==> src/rtl/mux_piso_tx.sv <==
`default_nettype none
// ============================================================================
// Module      : mux_piso_tx
// Description : Parallel-in / serial-out frame transmitter. A WIDTH-bit word
//               is accepted in IDLE and shifted out MSB first while en = 1.
//               en = 0 holds every register through its feedback mux.
//               A one-cycle done pulse marks the IDLE cycle after each frame.
// Ports       : clk        - clock, rising-edge active
//               rst_n      - synchronous active-low reset
//               en         - shift enable (ignored for the load itself)
//               load_valid - parallel word offered on D
//               D          - parallel data word
//               load_ready - high while IDLE (word can be accepted)
//               ser_out    - serial data, 0 outside a frame
//               ser_en     - high while a frame is being shifted
//               done       - one-cycle pulse after the last bit
// Revision    : 1.0 - initial release
// ============================================================================
module mux_piso_tx #(
    parameter int WIDTH = 8
) (
    input  logic             clk,
    input  logic             rst_n,
    input  logic             en,
    input  logic             load_valid,
    input  logic [WIDTH-1:0] D,
    output logic             load_ready,
    output logic             ser_out,
    output logic             ser_en,
    output logic             done
);

    localparam int CW = $clog2(WIDTH);
    localparam logic [CW-1:0] c_last_bit = CW'(WIDTH - 1);

    typedef enum logic [0:0] {
        IDLE  = 1'b0,
        SHIFT = 1'b1
    } state_t;

    state_t           r_state;
    state_t           w_state_nxt;
    logic [WIDTH-1:0] r_shreg;
    logic [WIDTH-1:0] w_shreg_nxt;
    logic [CW-1:0]    r_cnt;
    logic [CW-1:0]    w_cnt_nxt;
    logic             r_done;
    logic             w_done_nxt;

    // State register; reset wins over load and enable.
    always_ff @(posedge clk) begin
        if (!rst_n) begin
            r_state <= IDLE;
            r_shreg <= '0;
            r_cnt   <= '0;
            r_done  <= 1'b0;
        end else begin
            r_state <= w_state_nxt;
            r_shreg <= w_shreg_nxt;
            r_cnt   <= w_cnt_nxt;
            r_done  <= w_done_nxt;
        end
    end

    // Next-state logic. Every register defaults to its own value, so en = 0
    // in SHIFT (and an idle cycle without load_valid) is a pure hold.
    always_comb begin
        w_state_nxt = r_state;
        w_shreg_nxt = r_shreg;
        w_cnt_nxt   = r_cnt;
        w_done_nxt  = 1'b0;
        case (r_state)
            IDLE: begin
                if (load_valid) begin
                    w_shreg_nxt = D;
                    w_cnt_nxt   = '0;
                    w_state_nxt = SHIFT;
                end
            end
            SHIFT: begin
                // load_valid is deliberately not looked at here: a busy
                // offer never disturbs the frame in flight.
                if (en) begin
                    w_shreg_nxt = {r_shreg[WIDTH-2:0], 1'b0};
                    if (r_cnt == c_last_bit) begin
                        w_cnt_nxt   = '0;
                        w_state_nxt = IDLE;
                        w_done_nxt  = 1'b1;
                    end else begin
                        w_cnt_nxt = r_cnt + 1'b1;
                    end
                end
            end
            default: begin
                w_state_nxt = IDLE;
            end
        endcase
    end

    assign load_ready = (r_state == IDLE);
    assign ser_en     = (r_state == SHIFT);
    // Gated so the line idles low; no extra register stage on the data path.
    assign ser_out    = ser_en & r_shreg[WIDTH-1];
    assign done       = r_done;

endmodule
`default_nettype wire

==> config.mk <==
export PLATFORM = sky130hd
export DESIGN_NAME = mux_piso_tx
export DESIGN_NICKNAME = d
export VERILOG_FILES = /design/src/rtl/mux_piso_tx.sv
export SDC_FILE = /design/constraint.sdc
export NUM_CORES = 1
export LEC_CHECK = 0
export BUFFER_PORTS_ARGS = -buffer_cell sky130_fd_sc_hd__buf_2
export CORE_AREA = 4 4 41 43
export DETAILED_ROUTE_END_ITERATION = 8
export DIE_AREA = 0 0 45 47
export PLACE_DENSITY_LB_ADDON = 0.05
export SETUP_SLACK_MARGIN = 0.05
export SLEW_MARGIN = 10
export SYNTH_ARGS = -nofsm -noshare
export SYNTH_HDL_FRONTEND = slang
export SYNTH_SLANG_ARGS = --single-unit
==> constraint.sdc <==
create_clock -name clk -period 1.3 [get_ports clk]
set_input_delay 0.13 -clock clk [delete_from_list [all_inputs] [get_ports clk]]
set_output_delay 0.13 -clock clk [all_outputs]
set_load 0.005 [all_outputs]
==> impl_metrics.yaml <==
status:
  status: "complete, no violations"
placed_design:
  place_ws_ps: 150
  gp_congestion: 0.741
  placed_area_sq_um: 688
  hpwl_um: 759
  portBuffers: 15
global_route:
  grt_max_degree: 15
  track_usage_pct: 11.7
  grt_overflow: 0
  antenna_found_initial: 0
  grt_pass1_wl_um: 1750
  grt_pass1_vias: 389
logic_synthesis:
  synth_top_area_cell: "dfxtp_1"
  yosys_warnings: 0
  yosys.area_share.adder_pct: 4.15
  synthXorXnorAreaFrac_pct: 0
  syn_area_sq_um: 603
  synth_top_family_by_area: "compound AO/OA/AOI/OAI gates"
  ys_ff_latch: 13
  synth.avg_cell_area_sq_um: 10.6
  synth_mux_area_share_pct: 15.8
  synth.distinct_cells: 19
  synthCells: 57
  ys_top_cells_by_area: "dfxtp_1 43%, mux2i_1 13%, o211a_1 12%"
  synth_compound_area_share_pct: 19.1
  syn_nets: 71
  ys_seq_area_share_pct: 43.2
  synth_top_area_share_pct: 43.2
  synthSimpleGateAreaFrac_pct: 12.0
layout:
  design_area_sq_um: 717
  fin_nets: 90
  seq_area_sq_um: 262
  drive_gt1_share_pct: 32.0
  area_growth_pct: 18.9
  fillCellCount: 128
  finalCoreUtilization_pct: 55.1
  multi_input_area_sq_um: 308
  antenna_cells: 0
setup_path:
  crit_path_top_delay_cell: "dfxtp_2"
  crit_required_ps: 1170
  cpPeakStageDelay_ps: 360
  crit_path_cell_trace: "buf_4 -> and2_1 -> buf_2"
  endpoint_kind: "output pin"
  crit_type: "register to output pin"
  start_kind: "register"
  critical_path.max_fanout: 5
  cp.arrival_ps: 1060
detailed_routing:
  wire_per_inst_um: 12.0
  drt_iter0_drc: 3
  detail-route-antenna-nets: 0
  vias: 475
  drc_errors: 0
  routed_wl_um: 1080
  first_pass_iters: 3
  via_per_inst: 5.28
sta:
  layout_setup_ws_ps: 109
  rsz0062_at_grt: "no"
  finalCriticalPeriod_ps: 1190
  fin_crit_sh_pct: 91.6
  tns_ps: 0
  fmax_mhz: 839
  finalSetupViolations: 0
  slew_violations: 0
  hold_ws_ps: 116
  worst_slew_pin_slew_ps: 332
  relSlewSlack_pct: 77.2
  fin_skew_ps: 7.63
  finalHoldViolations: 0
floorplan:
  die_w_um: 45
  die_y_um: 47
  start_util_pct: 46.3
  fp-row-count: 13
  pin_count: 16
  die-area_sq_mm: 0.00212
  core_sq_mm: 0.00130
power_and_ir_drop:
  p_leak_uw: 0.000388
  powerDensity_mw_per_mm2: 1140
  ir_drop_mv: 0.577
min_path:
  hp-class: "input port to register"
clocking:
  numCtsBuffers: 3
  cts-root-buf: "clkbuf_4"
  htree_levels: 1
  cts_setup_buffers: 0
  clk_pin_slew_ps: 90
  holdBufCountCts: 0
  clk_latency_ps: 280
  clock_path_buffers: 2
  clock-sinks: 13
  cts_tree: "done"
run:
  drv_cap: 0
==> critical path: cells and delay by family (launching register included) <==
kind                   cells  cell delay [ps]
and+or+nand+nor            1              150
DFF                        1              360
buffers and inverters      2              280
==> metal layers <==
metal	GRT usage [%]	vias to the layer above	routed length [um]
met5	0	-	0
met4	8.77	0	22
met3	4.21	2	82
met2	15.3	15	428
met1	15.7	212	544
li1	-	246	-
==> worst paths after layout <==
path              cells past startpoint                       to  slack [ps]               startpoint
hold / removal                        3  r_shreg[0]$_SDFFE_PN0P_         120                     D[0]
setup / recovery                      3                  ser_out         110        ser_en$_SDFF_PN0_
setup reg to reg                      4    r_cnt[2]$_SDFFE_PN0P_         140    r_cnt[0]$_SDFFE_PN0P_
hold reg to reg                       2  r_shreg[0]$_SDFFE_PN0P_         470  r_shreg[0]$_SDFFE_PN0P_
==> flip-flops by register name, summed over array words and instances, names as in the netlist <==
name,cells
r_cnt,3
r_shreg,8
done,1
ser_en,1
==> placed cells by master (no fill, tap or decap), types with 2 or more instances in the layout <==
cell type,netlist,layout
ha_1,2,2
dfxtp_1,13,12
buf_4,0,3
nor2b_1,3,3
mux2i_1,8,8
o211a_1,7,7
a32oi_1,3,3
clkbuf_4,0,3
buf_2,1,15
nand2_1,8,8
==> cell usage after synthesis <==
| library cell | instances |
|---|---|
| and2_1 | 1 |
| nor2_1 | 1 |
| o21ai_0 | 1 |
| dfxtp_1 | 13 |
| a31oi_1 | 1 |
| a32oi_1 | 3 |
| mux2_4 | 1 |
| nand2_1 | 8 |
| clkbuf_1 | 1 |
| a21boi_0 | 1 |
| nand3_1 | 1 |
| nor2b_1 | 3 |
| buf_6 | 2 |
| inv_1 | 1 |
| and4_1 | 1 |
| mux2i_1 | 8 |
| ha_1 | 2 |
| buf_2 | 1 |
| o211a_1 | 7 |
==> where the power goes <==
| group | leakage [uW] | internal (uW) | switching, uW |
|---|---|---|---|
| clock network | 0.0000177 | 114 | 140 |
| logic | 0.000263 | 67.5 | 57.6 |
| registers | 0.000107 | 425 | 15.4 |
| total | 0.000388 | 607 | 213 |
==> per-stage QoR <==
| stage | std cells | total power (uW) |
|---|---|---|
| 2_1_floorplan | 57 | 538 |
| 3_3_place_gp | 86 | 574 |
| 3_5_place_dp | 86 | 576 |
| 4_1_cts | 90 | 835 |
| 5_1_grt | 90 | 878 |
| 6_report | 90 | 819 |
==> cells by family (layout without fill, tap and decap cells) <==
family	Yosys count	in the layout
buffers and inverters	5	23
AND/OR/NAND/NOR	15	15
AO/OA/AOI/OAI	13	13
flip-flops	13	13
multiplexers	9	9
adder cells (fa/ha/maj)	2	2
==> final cells by class <==
| cell class | count | area share [%] |
|---|---|---|
| clock buffer | 3 | 3.14 |
| inverter | 1 | 0.524 |
| sequential | 13 | 36.5 |
| clock inverter | 1 | 0.698 |
| timing repair buffer | 18 | 13.6 |
| multi-input combinational | 39 | 42.9 |
| tap | 15 | 2.62 |
==> what timing repair did <==
action,4_1_cts,5_1_grt
hold endpoints to repair,0,0
gates resized for setup,1,0
endpoints found under the setup margin,1,0
No activity file was read; power rests on OpenSTA's default activity.
